**config.mk**
```make
export PLATFORM = sky130hd
export DESIGN_NAME = std_reg_arbiter
export DESIGN_NICKNAME = d
export VERILOG_FILES = /design/src/rtl/std_reg_arbiter.sv
export SDC_FILE = /design/constraint.sdc
export NUM_CORES = 1
export LEC_CHECK = 0
export CAP_MARGIN = 20
export CORE_MARGIN = 5
export CORE_UTILIZATION = 62
export DETAILED_ROUTE_END_ITERATION = 8
export DONT_BUFFER_PORTS = 1
export PLACE_DENSITY = 0.77
export SLEW_MARGIN = 10
export SYNTH_ARGS = -nofsm -noshare
export SYNTH_HDL_FRONTEND = slang
export SYNTH_SLANG_ARGS = --single-unit
```
**constraint.sdc**
```tcl
create_clock -name clk -period 3 [get_ports clk]
set_clock_uncertainty 0.2 [all_clocks]
set_input_delay 0.75 -clock clk [delete_from_list [all_inputs] [get_ports clk]]
set_output_delay 0.75 -clock clk [all_outputs]
set_load 0.05 [all_outputs]
```
**src/rtl/std_reg_arbiter.sv**
```systemverilog
// Round-robin write controller for one shared storage register.
// Each write runs grant/capture -> commit -> acknowledge; the stored value is always readable.
module std_reg_arbiter #(
    parameter int width = 32,
    parameter int num_req = 4,
    parameter logic [width-1:0] reset_val = '0,
    localparam int iw = (num_req > 1) ? $clog2(num_req) : 1
) (
    input  logic                     clk,
    input  logic                     reset,
    input  logic [num_req-1:0]       req_valid,
    input  logic [num_req*width-1:0] req_data,
    output logic [num_req-1:0]       req_grant,
    output logic [num_req-1:0]       req_done,
    output logic [width-1:0]         out,
    output logic                     busy,
    output logic [1:0]               dbg_state,
    output logic [iw-1:0]            dbg_ptr
);

    // Handshake: a write is accepted when req_valid[i] and req_grant[i] are high in the
    // same cycle; the requester holds valid/data until then and may drop them afterwards.
    typedef enum logic [1:0] {
        IDLE   = 2'd0,
        COMMIT = 2'd1,
        ACK    = 2'd2
    } state_t;

    state_t           state;
    logic [iw-1:0]    ptr;
    logic [iw-1:0]    cap_idx;
    logic [width-1:0] cap_data;
    logic [width-1:0] stored;
    logic             found;
    logic [iw-1:0]    sel_idx;

    // Search ptr, ptr+1, ... wrapping at num_req; the first pending requester wins.
    always_comb begin
        int j;
        j       = 0;
        found   = 1'b0;
        sel_idx = '0;
        for (int k = 0; k < num_req; k++) begin
            j = int'(ptr) + k;
            if (j >= num_req) j = j - num_req;
            if (!found && req_valid[j]) begin
                found   = 1'b1;
                sel_idx = iw'(j);
            end
        end
    end

    always_ff @(posedge clk) begin
        if (!reset) begin
            state    <= IDLE;
            stored   <= reset_val;
            ptr      <= '0;
            cap_data <= '0;
            cap_idx  <= '0;
            req_done <= '0;
            busy     <= 1'b0;
        end else begin
            case (state)
                IDLE: begin
                    if (found) begin
                        cap_data <= req_data[sel_idx*width +: width];
                        cap_idx  <= sel_idx;
                        busy     <= 1'b1;
                        state    <= COMMIT;
                    end
                end
                COMMIT: begin
                    stored   <= cap_data;
                    req_done <= num_req'(1) << cap_idx;
                    state    <= ACK;
                end
                ACK: begin
                    req_done <= '0;
                    busy     <= 1'b0;
                    ptr      <= (cap_idx == iw'(num_req - 1)) ? '0 : cap_idx + 1'b1;
                    state    <= IDLE;
                end
                default: begin
                    state <= IDLE;
                end
            endcase
        end
    end

    assign req_grant = (state == IDLE && found) ? (num_req'(1) << sel_idx) : '0;
    assign out       = stored;
    assign dbg_state = state;
    assign dbg_ptr   = ptr;

endmodule

```
======== Yosys cells after proc, flatten, opt, wreduce, memory -nomap -nowiden ========
Cells that the tools add are included.
operators by class
  equal/unequal tests ..................... 4
  mux-type cells .......................... 31
  shift operators ......................... 3
  magnitude comparators ................... 8
  reductions and logical operators ........ 12
  add/subtract/negate cells ............... 8
operators by type and width
  cell                                                                            count
  32-bit by 4-bit less-than comparator with 1-bit output (second input constant)  4
  32-bit two-way mux                                                              4
  128-bit by 8-bit indexed part select with 32-bit output                         1
  1-bit two-way mux                                                               13
  2-bit two-way mux                                                               6
  3-bit by 3-bit subtractor with 4-bit output (second input constant)             3
  3-bit >= comparator (second input constant)                                     3
  1-bit binary-select mux with 2-bit select                                       4
  4-bit case mux with 2 select lines                                              1
  1-bit by 2-bit << shifter with 4-bit output (first input constant)              2
  2-bit by 2-bit adder with 3-bit output (second input constant)                  2
  2-bit == test (second input constant)                                           2
  1-bit logical AND                                                               4
  4-bit two-way mux                                                               1
  2-bit case mux with 2 select lines                                              1
  2-bit AND reduction                                                             2
  2-bit nonzero test                                                              2
  2-bit by 3-bit subtractor with 4-bit output (second input constant)             1
  2-bit by 1-bit adder with 3-bit output (second input constant)                  1
  2-bit by 3-bit >= comparator with 1-bit output (second input constant)          1
  1-bit zero test                                                                 3
  2-bit by 1-bit adder with 2-bit output (second input constant)                  1
  2-bit by 1-bit == test with 1-bit output (second input constant)                1
  2-bit zero test                                                                 1
  other kinds (2)                                                                 2
storage, ports and cells
  register bits ........................... 75
  output and inout port bits .............. 45
  input port bits ......................... 134
  word-level logic and storage cells ...... 73

======== Logic depth before layout (Yosys ltp) ========
Gate-level depths: netlist (run 1).
  word-level depth ........................ 17
  gate-level depth with buffers ........... 8
  depth with buffers taken out ............ 6

======== Worst setup path before layout (run 1) ========
OpenSTA, ideal clock, no wires.
  path type ............................... input-to-output
  from .................................... in req_valid[0]
  to ...................................... out req_grant[1]
  slack ................................... -0.513 ns
  buffers on the path ..................... 2
  stages .................................. 7
  arrival time ............................ 2.563 ns
  data required time ...................... 2.050 ns
  cells stage by stage .................... nor2b_1 > or4_4 > nand2_2 > buf_12 > buf_6 > nand2_1 > nor2_1
between the ends
  word-level cells in the longest chain between the ends .. 15
  elaborated cells between the ends (all ways) .. 29
  those cells by class .................... shift: 1; mux: 21; reduce/logical: 7
ends and longest elaborated chain
  what                                                                              line  text
  start, declared                                                                   11    input logic [num_req-1:0] req_valid,
  1-bit binary-select mux with 2-bit select                                         46    if (!found && req_valid[j]) begin
  1-bit two-way mux (not written as such) (2 in a row)                              46
  1-bit two-way mux                                                                 46
  1-bit zero test                                                                   46
  1-bit logical AND                                                                 46
  1-bit two-way mux                                                                 46
  1-bit zero test                                                                   46
  1-bit logical AND                                                                 46
  1-bit two-way mux                                                                 46
  1-bit zero test                                                                   46
  1-bit logical AND                                                                 46
  2-bit two-way mux or 1-bit two-way mux (tied branches)                            46
  1-bit by 2-bit << shifter with 4-bit output or 1-bit logical AND (tied branches)  90    assign req_grant = (state == IDLE && found) ? (num_req'(1) << sel_idx) : '0;
  4-bit two-way mux (*)                                                             90
  end, declared                                                                     13    output logic [num_req-1:0] req_grant,
Mark *: on every way between the ends. The rest lies on a longest branch, timed or not. The select of a mux whose other input is x is not followed.

======== Worst setup path in the final report (run 1) ========
  from .................................... in req_valid[0]
  to ...................................... out req_grant[2]
The elaborated chain is that of the path after synthesis.

==> flow_summary.yaml, run 1 <==
layout:
  regArea_um2: 1500
  layout_commonest_cell: "dfxtp_1"
  fillCellCount: 512
  antenna_cells: 0
  drive_gt1_frac: 0.229
  layout_common_cells: "75 x dfxtp_1, 67 x mux2i_1, 44 x nor2b_1, 35 x nor2_1, 32 x and3_1"
  layoutNonFillerInstCount: 487
  nNetsFinal: 549
  syn_to_final_growth_pct: 9.21
  multi_input_comb_area_um2: 2470
  postLayoutCoreUtil: 0.705
detailed_routing:
  wl_met1_um: 4020
  met2_length_um: 5070
  dr_wl_met3_um: 907
  dr.pass1.iters: 4
  vias: 3072
  drc: 0
  drt-initial-drc-count: 86
  wl_per_cell_um: 20.8
  routed_wirelength_um: 10100
  final_antenna_net_count: 0
  highest-signal-layer: "met5"
  via_per_inst: 6.31
clocking:
  cts-htree-levels: 3
  clk_pin_slew_worst_paths_ns: 0.07
  cts_setup_buffers: 0
  cts_buffers: 9
  root_buffer: "clkbuf_8"
  clock_tree.buffer_depth: 2
  clock_latency_ns: 0.34
  tritoncts: "yes"
  clock_sinks: 75
worst_setup_path:
  cp_max_fo: 4
  crit_chain: "nor2b_1, o21ba_2, or4_4, nor2_2, buf_12"
  cp-end-kind: "output pin"
  crit_required_ns: 2.05
  crit_arrival_ns: 1.89
  slowest_stage: "or4_4"
  worstSetupPathType: "input port to output pin"
  cp-start-kind: "input port"
  crit_family: "simple AND/OR/NAND/NOR gates"
  critPathMaxStageDelay_ns: 0.49
  critPathBufInv: 1
yosys:
  synth_area_leaders: "dfxtp_1 36%, mux2i_1 16%, o32ai_2 7.8%, nor2b_1 6.8%, a211oi_2 6.0%"
  synth_flop_cell: "dfxtp_1"
  synth_area_um2: 4170
  yosysSeqAreaShare: 0.360
  ys_types: 36
  synth_nets: 551
  synth_warnings: 0
  synth-seq-cells: 75
  syn_avg_cell_area_um2: 10.2
  yosysTopAreaCell: "dfxtp_1"
  syn_inst: 408
  synth-edff-count: 0
  yosys.area.top_type_share: 0.360
  synthArstFlopShare: 0
grt:
  grt_pass1_wl_um: 15800
  grt_max_degree: 65
  antenna_found_initial: 1
  grt_pass1_vias: 3110
  grt_usage: 0.233
  overflow: 0
sta:
  report.final.slew_viol_count: 0
  max_freq_ghz: 0.352
  setup_viol: 0
  worstMarginPinSlew_ns: 0.656
  period_needed_ns: 2.84
  period_share: 0.947
  rsz0062_at_grt: "no"
  final_hold_viol_count: 0
  max_slew_margin: 0.563
die:
  core_area_um2: 6460
  start_util: 0.646
  die_width_um: 92.0
  row_count: 29
  die_area_um2: 8470
  die_y_um: 92.0
  pin_count: 179
power:
  vdd_drop_max_uv: 394
  power.leakage_nw: 1.72
  power_mw: 2.87
  powerDensity_nw_per_um2: 631
min_path:
  hold_path.class: "register to register"
placement:
  dp.cells: 472
  gp_congestion: 0.818
  dp_hpwl_um: 7230
  port_buffers: 0
job:
  drv_cap: 0
run_status:
  status: "finished, final reports clean"
## final timing paths
kind           startpoint           end  cells after the start  slack [ns]
max          req_valid[0]  req_grant[2]                      5        0.16
min          cap_data[30]  cap_data[30]                      2        0.29
max reg2reg  dbg_state[1]  cap_data[18]                      8        0.78
min reg2reg  cap_data[30]  cap_data[30]                      2        0.29
## metrics by stage
stage | setup WS, ns | TNS (ns) | hold slack [ns] | area [µm²]
after floorplan | -0.294 | -0.294 | 0.253 | 4180
after global placement | 0.174 | 0 | 0.274 | 4310
after detailed placement | 0.162 | 0 | 0.268 | 4310
after CTS | 0.0912 | 0 | 0.287 | 4550
after global routing | 0.0498 | 0 | 0.327 | 4550
final | 0.160 | 0 | 0.288 | 4550
## worst register-to-register path, delay by kind of cell (launching register included)
kind                     cells  cell delay (ns)
AND/OR/NAND/NOR              3             0.59
buffers and inverters        3             0.56
flip-flops                   1             0.31
adder cells (fa/ha/maj)      1             0.27
AO/OA/AOI/OAI                1             0.15
## routing by layer
layer	vias up	global-route usage
li1	1489	-
met1	1436	0.266
met2	131	0.405
met3	14	0.0802
met4	2	0.0842
met5	-	0
## repair_timing
action                                  in CTS  in global routing
endpoints found under the setup margin       0                  2
resized for setup                            0                  2
hold buffers                                 0                  0
## report_power, final
group          total (mW)  internal [mW]  leakage [nW]  switching [mW]
Sequential           1.28           1.10         0.616           0.179
Combinational       0.657          0.299         0.988           0.358
Clock               0.932          0.573         0.120           0.359
Total                2.87           1.98          1.72           0.896
## synthesized netlist by cell type, drive strengths merged (5+ instances only)
master,n
a211oi,31
a21oi,6
and3,32
buf,16
clkbuf,20
dfxtp,75
ha,9
mux2i,67
nand2,8
nand3,5
nor2,37
nor2b,46
o32ai,31
## sequential cells by signal (all words and copies together), names as in the netlist
register / count
busy: 1
cap_data: 32
cap_idx: 2
dbg_ptr: 2
dbg_state: 2
out: 32
req_done: 4
## area by class of cell
class	instances	area share
clock inverter	4	0.0217
inverter	4	0.00330
tap	77	0.0212
sequential	75	0.330
clock buffer	11	0.0310
multi-input combinational	293	0.541
timing repair buffer	23	0.0516
## kinds of logic after synthesis
family                   Yosys count  synth area share
AO/OA/AOI/OAI                     77             0.205
adder cells (fa/ha/maj)            9            0.0270
buffers and inverters             40            0.0585
flip-flops                        75             0.360
multiplexers                      67             0.161
AND/OR/NAND/NOR                  140             0.189
Note: power is estimated with default switching activity, not from simulation.
==> inputs of run 2 (changes only) <==
--- a/config.mk
+++ b/config.mk
@@ -6,11 +6,13 @@
 export NUM_CORES = 1
 export LEC_CHECK = 0
 export CAP_MARGIN = 20
+export CELL_PAD_IN_SITES_DETAIL_PLACEMENT = 0
+export CELL_PAD_IN_SITES_GLOBAL_PLACEMENT = 1
 export CORE_MARGIN = 5
-export CORE_UTILIZATION = 62
+export CORE_UTILIZATION = 47
 export DETAILED_ROUTE_END_ITERATION = 8
 export DONT_BUFFER_PORTS = 1
-export PLACE_DENSITY = 0.77
+export PLACE_DENSITY = 0.84
 export SLEW_MARGIN = 10
 export SYNTH_ARGS = -nofsm -noshare
 export SYNTH_HDL_FRONTEND = slang
==> flow_summary.yaml, run 2 (synthesis results as in run 1) <==
clocking:
  cts_setup_buffers: 0
  tritoncts: "yes"
  cts_buffers: 9
  clk_pin_slew_worst_paths_ns: 0.08
  root_buffer: "clkbuf_8"
  clock_sinks: 75
  cts.hold.buffers_added: 0
  cts-htree-levels: 3
  clock_latency_ns: 0.33
  cts_resized: 0
  clock_tree.buffer_depth: 2
sta:
  final_hold_viol_count: 0
  rsz0062_at_grt: "no"
  fin_ws_ns: 0.132
  period_share: 0.956
  max_freq_ghz: 0.349
  holdWs_ns: 0.296
  report.final.slew_viol_count: 0
  final.setup.tns_ns: 0
  setup_viol: 0
  period_needed_ns: 2.87
  worstMarginPinSlew_ns: 0.574
  max_slew_margin: 0.617
worst_setup_path:
  cp-end-kind: "output pin"
  crit_family: "simple AND/OR/NAND/NOR gates"
  crit_required_ns: 2.05
  critPathBufInv: 2
  cp-start-kind: "register"
  slowest_stage: "or4_4"
  crit_arrival_ns: 1.92
  worstSetupPathType: "register to output pin"
  crit_chain: "inv_1, ha_2, nand2b_2, or4_4, nor2_2, buf_12"
  critPathMaxStageDelay_ns: 0.46
  cp_max_fo: 7
die:
  core_area_um2: 8680
  start_util: 0.481
  die_y_um: 104
  row_count: 34
  pin_count: 179
  die_area_um2: 10900
  die_width_um: 104
layout:
  layout_common_cells: "74 x dfxtp_1, 67 x mux2i_1, 44 x nor2b_1, 35 x nor2_1, 32 x and3_1"
  drive_gt1_frac: 0.228
  stdcell_area_um2: 4550
  multi_input_comb_area_um2: 2460
  syn_to_final_growth_pct: 9.15
  layout_commonest_cell: "dfxtp_1"
  nNetsFinal: 547
  fillCellCount: 792
  regArea_um2: 1500
placement:
  port_buffers: 0
  pre_cts_slack_ns: 0.131
  dp_hpwl_um: 7390
  gp_congestion: 0.755
  placed_cell_area_um2: 4330
min_path:
  hold_path.class: "register to register"
power:
  powerDensity_nw_per_um2: 611
  power.leakage_nw: 1.70
  vdd_drop_max_uv: 262
  power_mw: 2.78
detailed_routing:
  wl_met1_um: 4210
  routed_wirelength_um: 10400
  vias: 3087
  dr_wl_met3_um: 894
  dr.pass1.iters: 4
  wl_per_cell_um: 20.1
  highest-signal-layer: "met4"
  drt-initial-drc-count: 87
  drc: 0
  via_per_inst: 5.97
  final_antenna_net_count: 0
  met2_length_um: 5170
job:
  drv_cap: 0
grt:
  grt_pass1_vias: 3215
  overflow: 0
  grt_pass1_wl_um: 16600
  grt_max_degree: 65
  grt_usage: 0.184
  antenna_found_initial: 1
run_status:
  status: "finished, final reports clean"
-- run 2: changes by cell type in the layout (fill, tap and decap cells not counted), sizes merged --
cell / change
bufinv: -1
clkinvlp: +1
buf: -2
clkbuf: -1
clkinv: +1
diode: +1
-- run 2: cell type report --
cell class                      count  share of cell area
Tap cell                          108              0.0297
Timing Repair Buffer               21              0.0484
Multi-Input combinational cell    293               0.541
Antenna cell                        1            0.000550
Clock inverter                      5              0.0170
Sequential cell                    75               0.330
Clock buffer                       10              0.0302
Inverter                            4             0.00330
-- run 2: per-layer routing --
layer	track usage	vias up
li1	-	1487
met1	0.212	1475
met2	0.312	116
met3	0.0788	9
met4	0.0490	0
met5	0	-
-- run 2: where the power goes --
group          switching (mW)  internal, mW
clock                   0.359         0.484
combinational           0.362         0.296
sequential              0.177          1.10
total                   0.897          1.88
-- run 2: path summary, 6_finish.rpt --
path,startpoint,slack [ns],end,cells past startpoint
hold reg to reg,cap_data[30],0.30,cap_data[30],2
hold / removal,cap_data[30],0.30,cap_data[30],2
setup / recovery,dbg_state[1],0.13,req_grant[2],6
setup reg to reg,dbg_ptr[0],0.78,cap_data[30],6
-- run 2: tightest hold or removal path, cell delays in order (launching register included) --
cell	delay (ns)
dfxtp_1	0.34
nand3_1	0.06
o221ai_1	0.06
-- run 2: stage by stage --
stage	utilization	instances
6_report	0.525	517
3_5_place_dp	0.499	501
4_1_cts	0.524	516
2_1_floorplan	-	408
5_1_grt	0.525	517
3_3_place_gp	0.499	501
